--- config.mk ---
export PLATFORM = sky130hd
export DESIGN_NAME = sparc_ifu_ienc_flat
export DESIGN_NICKNAME = d
export VERILOG_FILES = /design/src/rtl/sparc_ifu_ienc_if.sv /design/src/rtl/sparc_ifu_ienc.sv /design/src/flat_wrapper.sv
export SDC_FILE = /design/constraint.sdc
export NUM_CORES = 1
export LEC_CHECK = 0
export CORE_ASPECT_RATIO = 1.75
export CORE_MARGIN = 2
export CORE_UTILIZATION = 35
export CTS_BUF_LIST = sky130_fd_sc_hd__clkbuf_8
export CTS_CLUSTER_SIZE = 25
export DETAILED_ROUTE_END_ITERATION = 10
export GPL_ROUTABILITY_DRIVEN = 0
export SETUP_SLACK_MARGIN = 0.05
export SYNTH_ARGS = -nofsm -noshare
export SYNTH_HDL_FRONTEND = slang
export SYNTH_SLANG_ARGS = --single-unit
--- constraint.sdc ---
create_clock -name rclk -period 2.29 [get_ports rclk]
set_clock_uncertainty 0.05 [all_clocks]
set_input_delay 0.458 -clock rclk [delete_from_list [all_inputs] [get_ports rclk]]
set_output_delay 0.458 -clock rclk [all_outputs]
set_load 0.02 [all_outputs]
--- src/rtl/sparc_ifu_ienc_if.sv ---
// Request/response bundle for the SPARC immediate encoder.
// The master drives requests and consumes encoded words; the slave is the encoder.
interface sparc_ifu_ienc_if;
    logic        req_vld;
    logic        req_rdy;
    logic [2:0]  req_kind;
    logic [4:0]  req_rd;
    logic [4:0]  req_rs1;
    logic [5:0]  req_op3;
    logic [3:0]  req_cond;
    logic        req_annul;
    logic [31:0] req_val;
    logic        out_vld;
    logic        out_rdy;
    logic [31:0] out_inst;
    logic        out_err;
    logic [7:0]  err_cnt;

    modport master (
        output req_vld, req_kind, req_rd, req_rs1, req_op3, req_cond, req_annul, req_val,
        output out_rdy,
        input  req_rdy, out_vld, out_inst, out_err, err_cnt
    );

    modport slave (
        input  req_vld, req_kind, req_rd, req_rs1, req_op3, req_cond, req_annul, req_val,
        input  out_rdy,
        output req_rdy, out_vld, out_inst, out_err, err_cnt
    );
endinterface

--- src/rtl/sparc_ifu_ienc.sv ---
// Two-stage SPARC instruction immediate encoder.
// S1 holds the accepted request fields; the format mux and range check sit between
// S1 and S2. S2 is the output register, so out_* come straight from flops.
// Out-of-range requests are delivered as an all-zero illtrap with out_err set.
module sparc_ifu_ienc (
    input logic             rclk,
    input logic             arst_l,
    sparc_ifu_ienc_if.slave bus
);

    logic        s1_vld_q, s1_vld_d;
    logic [2:0]  s1_kind_q, s1_kind_d;
    logic [4:0]  s1_rd_q, s1_rd_d;
    logic [4:0]  s1_rs1_q, s1_rs1_d;
    logic [5:0]  s1_op3_q, s1_op3_d;
    logic [3:0]  s1_cond_q, s1_cond_d;
    logic        s1_annul_q, s1_annul_d;
    logic [31:0] s1_val_q, s1_val_d;

    logic        s2_vld_q, s2_vld_d;
    logic [31:0] s2_inst_q, s2_inst_d;
    logic        s2_err_q, s2_err_d;
    logic [7:0]  err_cnt_q, err_cnt_d;

    logic        s2_adv;
    logic        req_acc;
    logic [31:0] enc_inst;
    logic        enc_legal;

    assign s2_adv       = ~s2_vld_q | bus.out_rdy;
    assign bus.req_rdy  = ~s1_vld_q | s2_adv;
    assign req_acc      = bus.req_vld & bus.req_rdy;
    assign bus.out_vld  = s2_vld_q;
    assign bus.out_inst = s2_inst_q;
    assign bus.out_err  = s2_err_q;
    assign bus.err_cnt  = err_cnt_q;

    // Format mux and range check on the S1 contents; ranges are tested as
    // "all bits above the field equal the sign bit".
    always_comb begin
        enc_inst  = 32'h0000_0000;
        enc_legal = 1'b0;
        case (s1_kind_q)
            3'd0: begin
                enc_inst  = {2'b10, s1_rd_q, s1_op3_q, s1_rs1_q, 1'b1, s1_val_q[12:0]};
                enc_legal = (s1_val_q[31:12] == {20{s1_val_q[31]}});
            end
            3'd1: begin
                enc_inst  = {2'b10, s1_rd_q, s1_op3_q, 1'b1, s1_cond_q, 1'b1, 2'b00, s1_val_q[10:0]};
                enc_legal = (s1_val_q[31:10] == {22{s1_val_q[31]}});
            end
            3'd2: begin
                enc_inst  = {2'b10, s1_rd_q, s1_op3_q, s1_rs1_q, 1'b1, s1_cond_q[2:0], s1_val_q[9:0]};
                enc_legal = (s1_val_q[31:9] == {23{s1_val_q[31]}});
            end
            3'd3: begin
                enc_inst  = {2'b00, s1_rd_q, 3'b100, s1_val_q[31:10]};
                enc_legal = (s1_val_q[9:0] == 10'd0);
            end
            3'd4: begin
                enc_inst  = {2'b01, s1_val_q[31:2]};
                enc_legal = (s1_val_q[1:0] == 2'd0);
            end
            3'd5: begin
                enc_inst  = {2'b00, s1_annul_q, 1'b0, s1_cond_q[2:0], 3'b011, s1_val_q[17:16],
                             1'b0, s1_rs1_q, s1_val_q[15:2]};
                enc_legal = (s1_val_q[1:0] == 2'd0) && (s1_val_q[31:17] == {15{s1_val_q[31]}});
            end
            3'd6: begin
                enc_inst  = {2'b00, s1_annul_q, s1_cond_q, 3'b010, s1_val_q[23:2]};
                enc_legal = (s1_val_q[1:0] == 2'd0) && (s1_val_q[31:23] == {9{s1_val_q[31]}});
            end
            3'd7: begin
                enc_inst  = {2'b00, s1_annul_q, s1_cond_q, 3'b001, 2'b00, 1'b1, s1_val_q[20:2]};
                enc_legal = (s1_val_q[1:0] == 2'd0) && (s1_val_q[31:20] == {12{s1_val_q[31]}});
            end
        endcase
    end

    // Next-state for both stages and the saturating error counter.
    always_comb begin
        s1_vld_d   = s1_vld_q;
        s1_kind_d  = s1_kind_q;
        s1_rd_d    = s1_rd_q;
        s1_rs1_d   = s1_rs1_q;
        s1_op3_d   = s1_op3_q;
        s1_cond_d  = s1_cond_q;
        s1_annul_d = s1_annul_q;
        s1_val_d   = s1_val_q;
        s2_vld_d   = s2_vld_q;
        s2_inst_d  = s2_inst_q;
        s2_err_d   = s2_err_q;
        err_cnt_d  = err_cnt_q;

        if (req_acc) begin
            s1_vld_d   = 1'b1;
            s1_kind_d  = bus.req_kind;
            s1_rd_d    = bus.req_rd;
            s1_rs1_d   = bus.req_rs1;
            s1_op3_d   = bus.req_op3;
            s1_cond_d  = bus.req_cond;
            s1_annul_d = bus.req_annul;
            s1_val_d   = bus.req_val;
        end else if (s2_adv) begin
            s1_vld_d = 1'b0;
        end

        if (s2_adv) begin
            s2_vld_d = s1_vld_q;
            if (s1_vld_q) begin
                s2_inst_d = enc_legal ? enc_inst : 32'h0000_0000;
                s2_err_d  = ~enc_legal;
            end
        end

        if (s2_vld_q && bus.out_rdy && s2_err_q && (err_cnt_q != 8'hFF)) begin
            err_cnt_d = err_cnt_q + 8'd1;
        end
    end

    // State registers; reset empties the pipe and clears the visible outputs.
    always_ff @(posedge rclk or negedge arst_l) begin
        if (!arst_l) begin
            s1_vld_q   <= 1'b0;
            s1_kind_q  <= 3'd0;
            s1_rd_q    <= 5'd0;
            s1_rs1_q   <= 5'd0;
            s1_op3_q   <= 6'd0;
            s1_cond_q  <= 4'd0;
            s1_annul_q <= 1'b0;
            s1_val_q   <= 32'd0;
            s2_vld_q   <= 1'b0;
            s2_inst_q  <= 32'd0;
            s2_err_q   <= 1'b0;
            err_cnt_q  <= 8'd0;
        end else begin
            s1_vld_q   <= s1_vld_d;
            s1_kind_q  <= s1_kind_d;
            s1_rd_q    <= s1_rd_d;
            s1_rs1_q   <= s1_rs1_d;
            s1_op3_q   <= s1_op3_d;
            s1_cond_q  <= s1_cond_d;
            s1_annul_q <= s1_annul_d;
            s1_val_q   <= s1_val_d;
            s2_vld_q   <= s2_vld_d;
            s2_inst_q  <= s2_inst_d;
            s2_err_q   <= s2_err_d;
            err_cnt_q  <= err_cnt_d;
        end
    end

endmodule

--- src/flat_wrapper.sv ---
// flat-port wrapper written by rule: the top's interface ports become plain ports
module sparc_ifu_ienc_flat 
  (rclk, arst_l, bus_req_vld, bus_req_kind, bus_req_rd, bus_req_rs1, bus_req_op3, bus_req_cond, bus_req_annul, bus_req_val, bus_out_rdy, bus_req_rdy, bus_out_vld, bus_out_inst, bus_out_err, bus_err_cnt);
  sparc_ifu_ienc_if bus_i ();
  input logic rclk;
  input logic arst_l;
  input wire logic [$bits(bus_i.req_vld)-1:0] bus_req_vld;
  input wire logic [$bits(bus_i.req_kind)-1:0] bus_req_kind;
  input wire logic [$bits(bus_i.req_rd)-1:0] bus_req_rd;
  input wire logic [$bits(bus_i.req_rs1)-1:0] bus_req_rs1;
  input wire logic [$bits(bus_i.req_op3)-1:0] bus_req_op3;
  input wire logic [$bits(bus_i.req_cond)-1:0] bus_req_cond;
  input wire logic [$bits(bus_i.req_annul)-1:0] bus_req_annul;
  input wire logic [$bits(bus_i.req_val)-1:0] bus_req_val;
  input wire logic [$bits(bus_i.out_rdy)-1:0] bus_out_rdy;
  output wire logic [$bits(bus_i.req_rdy)-1:0] bus_req_rdy;
  output wire logic [$bits(bus_i.out_vld)-1:0] bus_out_vld;
  output wire logic [$bits(bus_i.out_inst)-1:0] bus_out_inst;
  output wire logic [$bits(bus_i.out_err)-1:0] bus_out_err;
  output wire logic [$bits(bus_i.err_cnt)-1:0] bus_err_cnt;
  assign bus_i.req_vld = bus_req_vld;
  assign bus_i.req_kind = bus_req_kind;
  assign bus_i.req_rd = bus_req_rd;
  assign bus_i.req_rs1 = bus_req_rs1;
  assign bus_i.req_op3 = bus_req_op3;
  assign bus_i.req_cond = bus_req_cond;
  assign bus_i.req_annul = bus_req_annul;
  assign bus_i.req_val = bus_req_val;
  assign bus_i.out_rdy = bus_out_rdy;
  assign bus_req_rdy = bus_i.req_rdy;
  assign bus_out_vld = bus_i.out_vld;
  assign bus_out_inst = bus_i.out_inst;
  assign bus_out_err = bus_i.out_err;
  assign bus_err_cnt = bus_i.err_cnt;
  sparc_ifu_ienc u_core (.rclk(rclk), .arst_l(arst_l), .bus(bus_i));
endmodule
; Yosys cells after proc, flatten, opt, wreduce, memory -nomap -nowiden
; Index checks and enable logic that the tools add are counted.
[word_totals]
output_inout_bits = 43
reg_bits = 99
input_bits = 60
word_cells = 49
[classes]
eq_ne = 14
muxes = 5
reduce_logical = 11
add_sub_neg = 1
bitwise = 6
[op_table]
columns = operator, count
row1 = $pmux W32 S8, 1
row2 = $mux W32, 1
row3 = $eq A22 B22 Y1, 1
row4 = $eq A21 B21 Y1, 1
row5 = $eq A19 B19 Y1, 1
row6 = $eq A14 B14 Y1, 1
row7 = $eq A3 B3 Y1 const B, 4
row8 = $eq A11 B11 Y1, 1
row9 = $logic_not A10 Y1, 1
row10 = $add A8 B1 Y8 const B, 1
row11 = $eq A8 B8 Y1, 1
row12 = $ne A8 B8 Y1 const B, 1
row13 = $pmux W1 S8, 1
row14 = $eq A3 B2 Y1 const B, 2
row15 = $logic_and A1 B1 Y1, 6
row16 = $eq A3 B1 Y1 const B, 1
row17 = $logic_not A3 Y1, 1
row18 = $not A1 Y1, 3
row19 = $logic_not A2 Y1, 1
row20 = $mux W1, 2
row21 = $or A1 B1 Y1, 2
row22 = $reduce_and A2 Y1, 1
row23 = $reduce_bool A2 Y1, 1
row24 = $and A1 B1 Y1, 1

; Depth between registers and ports, before layout
; Gate-level depths: netlist (run 1).
[logic_depth]
ltp_word = 5
mapped_depth = 9
mapped_depth_nobuf = 7

; Worst setup path before layout (run 1)
; Ideal clock, no wire load.
[synth_path]
path_kind = reg2reg
startpoint = register u_core.s1_val_q[31]
endpoint = register u_core.s2_err_q, in the netlist u_core.bus.out_err
required_time_ns = 2.122
setup_ns = 0.118
stages_incl_launch_ff = 9
n_path_buf = 2
setup_slack_ns = 0.124
arrival_time_ns = 1.998
period_less_slack_ns = 2.166
cell_sequence = dfrtp_1 buf_6 or4_1 mux2i_1 nand2_1 a2111oi_2 nor3b_2 buf_6 a21o_1
[synth_between]
elab_chain_len = 4
word_cells_on_any_way = 11
classes_between = 6 x eq/ne / 1 x mux / 1 x bitwise / 3 x reduce/logical
[synth_rtl]
columns = item, line_no
row1 = from (decl), sparc_ifu_ienc.sv:18  ; logic [31:0] s1_val_q, s1_val_d;
row2 = from (signal assigned), sparc_ifu_ienc.sv:144  ; s1_val_q <= s1_val_d;
row3 = "$eq A14 B14 Y1, or another cell as far along", sparc_ifu_ienc.sv:67  ; enc_legal = (s1_val_q[1:0] == 2'd0) && (s1_val_q[31:17] == {15{s1_val_q[31]}});
row4 = "$logic_and A1 B1 Y1, on equally long branches", "sparc_ifu_ienc.sv:67, sparc_ifu_ienc.sv:71, sparc_ifu_ienc.sv:75"
row5 = $pmux W1 S8 *, sparc_ifu_ienc.sv:43  ; case (s1_kind_q)
row6 = $not A1 Y1 *, sparc_ifu_ienc.sv:112  ; s2_err_d = ~enc_legal;
row7 = to (signal assigned), sparc_ifu_ienc.sv:147  ; s2_err_q <= s2_err_d;
row8 = to (decl), sparc_ifu_ienc.sv:22  ; logic s2_err_q, s2_err_d;
; Every way passes the cells marked *; elsewhere a longest branch is shown, timed or not.
; A chain may end at the register's enable or synchronous reset.

; Worst setup path after layout (run 1)
[layout_path]
startpoint = register u_core.s1_val_q[31]
endpoint = register u_core.s2_inst_q[10], in the netlist u_core.bus.out_inst[10]
[layout_between]
elab_chain_len = 4
word_cells_on_any_way = 11
classes_between = 6 x eq/ne / 2 x mux / 3 x reduce/logical
[layout_rtl]
columns = item, line_no
row1 = "$eq A14 B14 Y1, or another cell as far along", sparc_ifu_ienc.sv:67
row2 = "$logic_and A1 B1 Y1, on equally long branches", "sparc_ifu_ienc.sv:67, sparc_ifu_ienc.sv:71, sparc_ifu_ienc.sv:75"
row3 = $pmux W1 S8 *, sparc_ifu_ienc.sv:43
row4 = $mux W32 *, sparc_ifu_ienc.sv:111  ; s2_inst_d = enc_legal ? enc_inst : 32'h0000_0000;
row5 = to (signal assigned), sparc_ifu_ienc.sv:146  ; s2_inst_q <= s2_inst_d;
row6 = to (decl), sparc_ifu_ienc.sv:21  ; logic [31:0] s2_inst_q, s2_inst_d;
; Marks and branches as above.

==> impl_results.md, run 1 <==
- Status: finished, final reports clean
- Fmax: between 400 and 500 MHz
- CTS max path bufs: 2
- DIE AREA: approximately 15000 um2
- Vias in the first global route: 3856
- Initial antenna violation count: 0
- Share of synthesized registers carrying an async set or reset: 100%
- Detail Placement HPWL: between 9000 and 10000 um
- Dpl cell area: 6190 um2
- Post-synth EDFFs: 0
- Synthesized flop and latch total: 99
- Worst-path clk slew: 90 ps
- Remaining antenna violation count: 0
- Synthesized area: 4760 um2
- CP Capture Type: flop
- DIE WIDTH: 92.2 um
- WP data arrival: 2520 ps
- Rows: 56
- CP startpoint kind: flop
- Largest net degree at the start of global routing: 49
- Clock Latency Late Sink: 380 ps
- Placed Instances: 728
- FF-to-FF path depth: 9
- YS warnings: 0
- Initial Utilization: 35.6%
- Core ar.: around 13000 um2
- RSZ-0062 raised after global routing: yes
- Worst endpoint required time: 2540 ps
- Vias per cell: 5.13
- Die Height: 158 um
- Synth area leader: dfrtp_1
- DR DRC count: 0
- MaxCap Viol Count: 0
- Per-cell routed wire length: about 17 um
- Synth area leaders: dfrtp_1, mux2_2, nand2_1
- Worst rel slew slack: 61.3%
- Final period util: 99.1%
- Max FO, Critical Path: 7
- Sequential element share of the synthesized area: 52.0%
- Total Power: 5.50 mW
- Worst Tran Pin Value: 580 ps
- Crit Path Class: reg -> reg
- DR vias: around 3.9k
- Setup-failing EPs final: 0
- Final layout net count: 640
- Total track usage: 18.2%
- Post-layout min period: 2270 ps
- Avg Cell Area, Syn: 10.7 um2
- Fraction of layout cells with a size suffix above 1: ~27%
- Final hold violation count: 0
- Max Transition Viols Final: 0
- Router iterations before antenna repair: 4
- Hold_buf cts: 0
- Static Leakage: 2.80 nW
- Hold crit path type: in -> async
- Pwr Density: just over 800 nW/um2
- Initial detailed-routing violation count: ~180
- Post-synthesis cell count: 444
- Max VDD drop: 294 uV
- Root Buffer Master: clkbuf_8
- Antenna cells: 0
- GRT overflow: 0
- Routed Wire Length: approximately 13000 um
- Synthesized Nets: slightly above 500
- Finished Layout Cells: 758
- First-pass GRT wire length: between 20000 and 25000 um
- Cell area after layout: about 6800 um2
- H-Tree Level Count: 3
- Finished Core Util: 50.7%
- Clock sink count: 99
- Yosys top cell area share: 52.0%
- CTS Buf Count: 9
- Input/output buffers: 102
- TritonCTS clock tree: yes
- Library cells used by synthesis: 44
- Top Ports: 103
- P&R area growth vs syn: 42.4%
- Main synth FF type: dfrtp_1
[area by class of cell]
class                   count  area, um2
flip-flops and latches     99       2480
multi-input cells         313       2350
repair buffers            152       1480
clock inverters             7        115
clock buffers               9        124
inverters                   4       15.0
well taps                 174        218
fillers                  1219       6600
[cells by family after synthesis]
group,after synthesis,synth area share (%)
AO/OA/AOI/OAI,83,11.4
XOR/XNOR,9,1.66
adder cells (fa/ha/maj),1,0.263
buffers and inverters,34,3.21
flip-flops,99,52.0
multiplexers,78,18.0
AND/OR/NAND/NOR,140,13.5
[registers in the layout (all words and copies together) (netlist names)]
signal,flops
u_core.bus.out_inst,32
u_core.s1_val_q,32
u_core.bus.err_cnt,8
u_core.s1_op3_q,6
u_core.s1_rd_q,5
u_core.s1_rs1_q,5
u_core.s1_cond_q,4
u_core.s1_kind_q,3
u_core.bus.out_err,1
u_core.bus.out_vld,1
u_core.s1_annul_q,1
u_core.s1_vld_q,1
[through the flow]
step / TNS (ps) / setup WS, ps / hold WS [ps]
floorplan: 0 / 124 / 112
global placement: -10520 / -381 / 433
finish: 0 / 21.6 / 14.1
global route: -250 / -44.6 / 51.1
detailed placement: -11400 / -408 / 439
CTS: 0 / 27.0 / 38.7
[cell usage after synthesis, drive strengths merged (3+ instances only)]
library cell,count
a32oi,4
mux2,61
a21oi,28
inv,4
nand2b,5
mux2i,17
a221oi,7
nand4,7
o21ai,19
xor2,3
a211oi,3
a311oi,7
clkbuf,22
buf,8
nor3,8
or4,5
nand3,6
dfrtp,99
nand2,54
xnor2,6
nor2,44
[path summary, 6_finish.rpt]
| path | startpoint | end | slack, ps |
|---|---|---|---|
| max in group asynchronous | arst_l | u_core.bus.out_inst[2]$_DFFE_PN0P_ | 1490 |
| worst min register to register | u_core.bus.err_cnt[7]$_DFFE_PN0P_ | u_core.bus.err_cnt[7]$_DFFE_PN0P_ | 460 |
| worst max-delay path | u_core.s1_val_q[31]$_DFFE_PN0P_ | u_core.bus.out_inst[10]$_DFFE_PN0P_ | 20 |
| worst max register to register | u_core.s1_val_q[31]$_DFFE_PN0P_ | u_core.bus.out_inst[10]$_DFFE_PN0P_ | 20 |
| min in group rclk | u_core.bus.err_cnt[7]$_DFFE_PN0P_ | u_core.bus.err_cnt[7]$_DFFE_PN0P_ | 460 |
| worst min-delay path | arst_l | u_core.s1_val_q[6]$_DFFE_PN0P_ | 10 |
[worst max-delay path: stages, from the launching register on]
cell      delay, ps
dfrtp_2         460
buf_6           150
or4_1           400
mux2i_1         240
nand3_1         160
a211oi_4        240
buf_6           150
nor3b_4          60
buf_6           140
nor3_2          140
[routing by layer]
metal	global-route usage, %	wire, um
met5	0	0
met4	6.75	288
met3	3.17	477
met2	32.0	7090
met1	22.3	5260
[cell usage in the layout, fill, tap and decap left out, drive strengths merged, types with 6 or more instances in the layout]
cell | Yosys | final
a311oi | 7 | 7
o21ai | 19 | 19
buf | 8 | 50
clkbuf | 22 | 10
a221oi | 7 | 7
clkdlybuf4s50 | 0 | 100
mux2i | 17 | 17
inv | 4 | 6
nand4 | 7 | 7
a21oi | 28 | 28
dfrtp | 99 | 99
nand2 | 54 | 54
nand3 | 6 | 6
nor2 | 44 | 44
nor3 | 8 | 8
mux2 | 61 | 61
xnor2 | 6 | 6
[power breakdown]
part           leakage, nW  internal [mW]  switching (mW)
combinational         1.47          0.936           0.875
sequential            1.21           2.04           0.312
clock                0.121          0.723           0.607
total                 2.80           3.70            1.79
[repair_timing]
item	CTS	global route
pin swaps	12	18
setup endpoints to repair	32	33
resized for setup	15	34
buffers inserted	8	3
gates cloned	2	1
Power figures use the tool's default switching activity.
==> run 2, diff against run 1 <==
--- a/config.mk
+++ b/config.mk
@@ -12,6 +12,7 @@
 export CTS_CLUSTER_SIZE = 25
 export DETAILED_ROUTE_END_ITERATION = 10
 export GPL_ROUTABILITY_DRIVEN = 0
+export RECOVER_POWER = 50
 export SETUP_SLACK_MARGIN = 0.05
 export SYNTH_ARGS = -nofsm -noshare
 export SYNTH_HDL_FRONTEND = slang
==> impl_results.md, run 2 (same netlist as run 1, synthesis figures left out) <==
- Worst rel slew slack: between 20% and 30%
- Setup-failing EPs final: 0
- GRT met2 Usage: 32.0%
- Worst Tran Pin Value: 1090 ps
- GRT met1 Usage: 22.3%
- Total track usage: ~18%
- Remaining antenna violation count: 0
- Clock Latency Late Sink: 370 ps
- Delay-heaviest family, CP: simple AND/OR/NAND/NOR gates
- MaxCap Viol Count: 0
- Antenna cells: 0
- DIE AREA: 14600 um2
- Router iterations before antenna repair: 4
- Footprint of the multi-input gates: 2350 um2
- Initial antenna violation count: 0
- Vias in the first global route: between 3k and 4k
- Routed Wire Length: roughly 13000 um
- Rows: 56
- Final hold violation count: 0
- Clock sink count: 99
- Vias per cell: between 5 and 6
- Final layout net count: 640
- Fraction of layout cells with a size suffix above 1: around a quarter
- Crit Path Class: reg -> reg
- Core ar.: ~13000 um2
- P&R area growth vs syn: 41.4%
- CP Capture Type: flop
- Most frequent cells in the layout: clkdlybuf4s50_1, dfrtp_1, mux2_2
- Finished Layout Cells: 758
- Global-route track usage on met3: between 3 and 4%
- Pwr Density: 814 nW/um2
- Status: finished, final reports clean
- RSZ-0062 raised after global routing: yes
- Max Transition Viols Final: 0
- Worst endpoint required time: ~2500 ps
- Fmax: 442 MHz
- Finished Core Util: 50.3%
- First-pass GRT wire length: ~21000 um
- Largest net degree at the start of global routing: 49
- Hold crit path type: in -> async
- Initial Utilization: 35.6%
- CTS Buf Count: 9
- Layout fillers: ~1.2k
- Max VDD drop: 293 uV
- Post-layout min period: 2260 ps
- Placed Instances: ~730
- Per-cell routed wire length: around 17 um
- Hold_buf cts: 0
- CP startpoint kind: flop
- H-Tree Level Count: 3
- DIE WIDTH: 92.2 um
- CP bufs+invs: 3
- Sequential Area: 2480 um2
- Initial detailed-routing violation count: 186
- Worst-path clk slew: about 90 ps
- DR vias: 3894
- Static Leakage: 2.78 nW
- CP most frequent cell: buf_6
- Min Hold Slack: 212 ps
- Slowest CP cell: dfrtp_2
- Cells along the critical path: buf_6 > or4_1 > mux2i_1 > nand3_1 > a211oi_4 > buf_6 > nor3b_4 > buf_6 > nor3_2
- CP peak stage delay: 460 ps
- Top Ports: ~100
- GRT overflow: 0
- DR DRC count: 0
- Setup TNS: 0 ps
- TritonCTS clock tree: yes
- CTS max path bufs: 2
- Grt peak-use layer: met2
- Commonest non-fill, non-tap cell in the layout: clkdlybuf4s50_1
- Final period util: 98.9%
- Die Height: roughly 160 um
- WP data arrival: 2520 ps
- Input/output buffers: 102
- Detail Placement HPWL: approximately 9700 um
- Max FO, Critical Path: 7
- Root Buffer Master: clkbuf_8
-- run 2: changes by cell type in the layout (fill, tap and decap cells not counted), sizes merged --
cell,previous run,this run
clkdlybuf4s50,100,99
clkbuf,10,16
buf,50,44
dlygate4sd3,0,1
-- run 2: cell type report --
class / instances / area share (%)
tap: 174 / 3.23
sequential: 99 / 36.8
inverter: 4 / 0.223
multi-input combinational: 313 / 34.9
clock inverter: 7 / 1.71
clock buffer: 9 / 1.84
timing repair buffer: 152 / 21.3
-- run 2: what timing repair did --
item                       in CTS  in global routing
setup endpoints to repair      32                 33
gates cloned                    2                  1
pin swaps                      12                 18
resized for setup              15                 34
setup buffers                   8                  3
-- run 2: where the power goes --
group          internal [mW]  switching [mW]
clock                  0.723           0.605
combinational          0.924           0.872
sequential              2.04           0.312
-- run 2: worst paths after layout --
path,from,end,slack (ps),cells after the start
min,arst_l,u_core.s1_val_q[6]$_DFFE_PN0P_,210,1
min in group rclk,u_core.bus.err_cnt[7]$_DFFE_PN0P_,u_core.bus.err_cnt[7]$_DFFE_PN0P_,460,1
min reg2reg,u_core.bus.err_cnt[7]$_DFFE_PN0P_,u_core.bus.err_cnt[7]$_DFFE_PN0P_,460,1
max in group asynchronous,arst_l,u_core.s1_val_q[31]$_DFFE_PN0P_,400,2
max reg2reg,u_core.s1_val_q[31]$_DFFE_PN0P_,u_core.bus.out_inst[10]$_DFFE_PN0P_,30,9
max,u_core.s1_val_q[31]$_DFFE_PN0P_,u_core.bus.out_inst[10]$_DFFE_PN0P_,30,9
-- run 2: routing by layer --
layer	vias to the layer above	wire (um)
li1	1864	-
met1	1911	5230
met2	100	7060
met3	19	465
met4	0	322
met5	-	0
-- run 2: per-stage QoR --
step | total power [mW] | area (um2) | setup WS [ps]
2_1_floorplan | 3.23 | 4760 | 124
3_3_place_gp | 4.01 | 6190 | -381
3_5_place_dp | 4.05 | 6190 | -408
4_1_cts | 5.43 | 6610 | 27.0
5_1_grt | 5.79 | 6730 | -68.1
6_report | 5.48 | 6730 | 26.1
==> run 3, diff against run 2 <==
--- a/config.mk
+++ b/config.mk
@@ -13,6 +13,7 @@
 export DETAILED_ROUTE_END_ITERATION = 10
 export GPL_ROUTABILITY_DRIVEN = 0
 export RECOVER_POWER = 50
+export REMOVE_ABC_BUFFERS = 1
 export SETUP_SLACK_MARGIN = 0.05
 export SYNTH_ARGS = -nofsm -noshare
 export SYNTH_HDL_FRONTEND = slang
==> impl_results.md, run 3 (same netlist as run 1, synthesis figures left out) <==
- Max VDD drop: 559 uV
- Min Hold Slack: 447 ps
- CP startpoint kind: flop
- R2R setup slack: -6 ps
- Dpl cell area: 6230 um2
- Input/output buffers: 102
- RSZ-0062 raised after global routing: yes
- Final layout net count: around 640
- R2r endpoint: u_core.bus.out_inst[7]$_DFFE_PN0P_
- Total track usage: 20.4%
- Finished Layout Cells: 757
- Pwr Density: between 800 and 900 nW/um2
- Largest net degree at the start of global routing: 54
- Per-cell routed wire length: 19.4 um
- Footprint of the multi-input gates: 2370 um2
- TritonCTS clock tree: yes
- GRT overflow: 0
- P&R area growth vs syn: 44.1%
- DIE WIDTH: 92.2 um
- Final period util: 100%
- Worst-path clk slew: 100 ps
- Initial detailed-routing violation count: approximately 330
- Worst Setup EP: u_core.bus.out_inst[7]$_DFFE_PN0P_
- FF-to-FF path depth: 8
- Crit path from: u_core.s1_val_q[31]$_DFFE_PN0P_
- Crit Path Class: reg -> reg
- Cell area after layout: 6860 um2
- Pre-CTS setup slack: -36.3 ps
- H-Tree Level Count: 3
- Remaining antenna violation count: 0
- Setup TNS: -12.5 ps
- Routed Wire Length: between 10000 and 15000 um
- WP data arrival: 2560 ps
- Rows: 56
- Static Leakage: 2.83 nW
- Sequential Area: 2480 um2
- Initial antenna violation count: 0
- Total Power: 5.66 mW
- Setup-failing EPs final: 3
- Clock sink count: 99
- Final hold violation count: 0
- DR vias: 4047
- Slowest CP cell: or4_4
- DR DRC count: 0
- Status: finished with violations
- CP peak stage delay: 500 ps
- Max Transition Viols Final: 0
- DIE AREA: 14600 um2
- Antenna cells: 0
- MaxCap Viol Count: 0
- CTS max path bufs: 2
- Vias per cell: 5.35
- Worst Tran Pin Value: 1270 ps
- Initial Utilization: 35.6%
- Fraction of layout cells with a size suffix above 1: 28.1%
- Root Buffer Master: clkbuf_8
- Vias in the first global route: between 4k and 5k
- Worst rel slew slack: 15.2%
- Max FO, Critical Path: 6
- CTS Buf Count: 9
- Detail Placement HPWL: 10400 um
- Fmax: 436 MHz
- Core ar.: 13400 um2
- Final critical-path setup slack: -5.72 ps
- Router iterations before antenna repair: 4
- First-pass GRT wire length: 22500 um
- Post-layout min period: around 2300 ps
- Worst endpoint required time: 2550 ps
- Clock Latency Late Sink: 380 ps
- CP Capture Type: flop
- Failing checks: setup timing
- Die Height: 158 um
- Most frequent cells in the layout: clkdlybuf4s50_1, dfrtp_1, mux2_2
- Top Ports: about 100
- Hold crit path type: reg -> reg
- Finished Core Util: 51.3%
- Delay-heaviest family, CP: simple AND/OR/NAND/NOR gates
- CP bufs+invs: 2
- Cells along the critical path: or4_4 > mux2i_4 > nand2_2 > a2111oi_4 > nor3b_4 > buf_12 > clkbuf_16 > a21oi_2
- Reg2reg start: u_core.s1_val_q[31]$_DFFE_PN0P_
- Worst path depth: 8
- Placed Instances: 730
- Layout fillers: 1187
-- run 3: cell count changes in the layout (fill, tap and decap cells not counted), moves of 4 or more --
| cell | before | now |
|---|---|---|
| nor2_2 | 0 | 4 |
| nor2_4 | 14 | 5 |
| a21oi_1 | 26 | 15 |
| buf_4 | 38 | 33 |
| nor2_1 | 30 | 35 |
| a21oi_2 | 2 | 10 |
-- run 3: area by class of cell --
class / instances / share of cell area, %
Clock buffer: 10 / 2.01
Timing Repair Buffer: 153 / 22.3
Sequential cell: 99 / 36.1
Inverter: 4 / 0.219
Tap cell: 174 / 3.17
Clock inverter: 6 / 1.64
Multi-Input combinational cell: 311 / 34.5
-- run 3: repair_timing --
item / 4_1_cts / 5_1_grt
hold endpoints to repair: 19 / 0
endpoints found under the setup margin: 17 / 33
resized for setup: 26 / 30
hold buffers: 1 / 0
setup buffers: 7 / 0
gates cloned: 2 / 1
pin swaps: 10 / 13
-- run 3: power by group --
group	total, mW	internal, mW	switching (mW)
sequential	2.34	2.04	0.299
combinational	1.95	0.980	0.970
clock	1.36	0.757	0.606
total	5.66	3.78	1.88
-- run 3: worst min-delay path by stage --
stage                                           start  cells after the start                                end
floorplan                                      arst_l                      0  u_core.bus.err_cnt[0]$_DFFE_PN0P_
detailed placement                             arst_l                      1    u_core.s1_cond_q[1]$_DFFE_PN0P_
CTS                                            arst_l                      2    u_core.s1_val_q[31]$_DFFE_PN0P_
global placement                               arst_l                      1    u_core.s1_cond_q[2]$_DFFE_PN0P_
finish              u_core.bus.err_cnt[5]$_DFFE_PN0P_                      1  u_core.bus.err_cnt[5]$_DFFE_PN0P_
global route        u_core.bus.err_cnt[5]$_DFFE_PN0P_                      1  u_core.bus.err_cnt[5]$_DFFE_PN0P_
-- run 3: per-layer routing --
layer,part of all wire [%],wire (um),vias to the layer above,track usage (%)
met5,0,0,-,0
met3,3.7,550,33,3.74
met2,56,8200,120,38.1
met4,3.7,546,0,9.52
met1,37,5390,2035,22.2
li1,-,-,1859,-
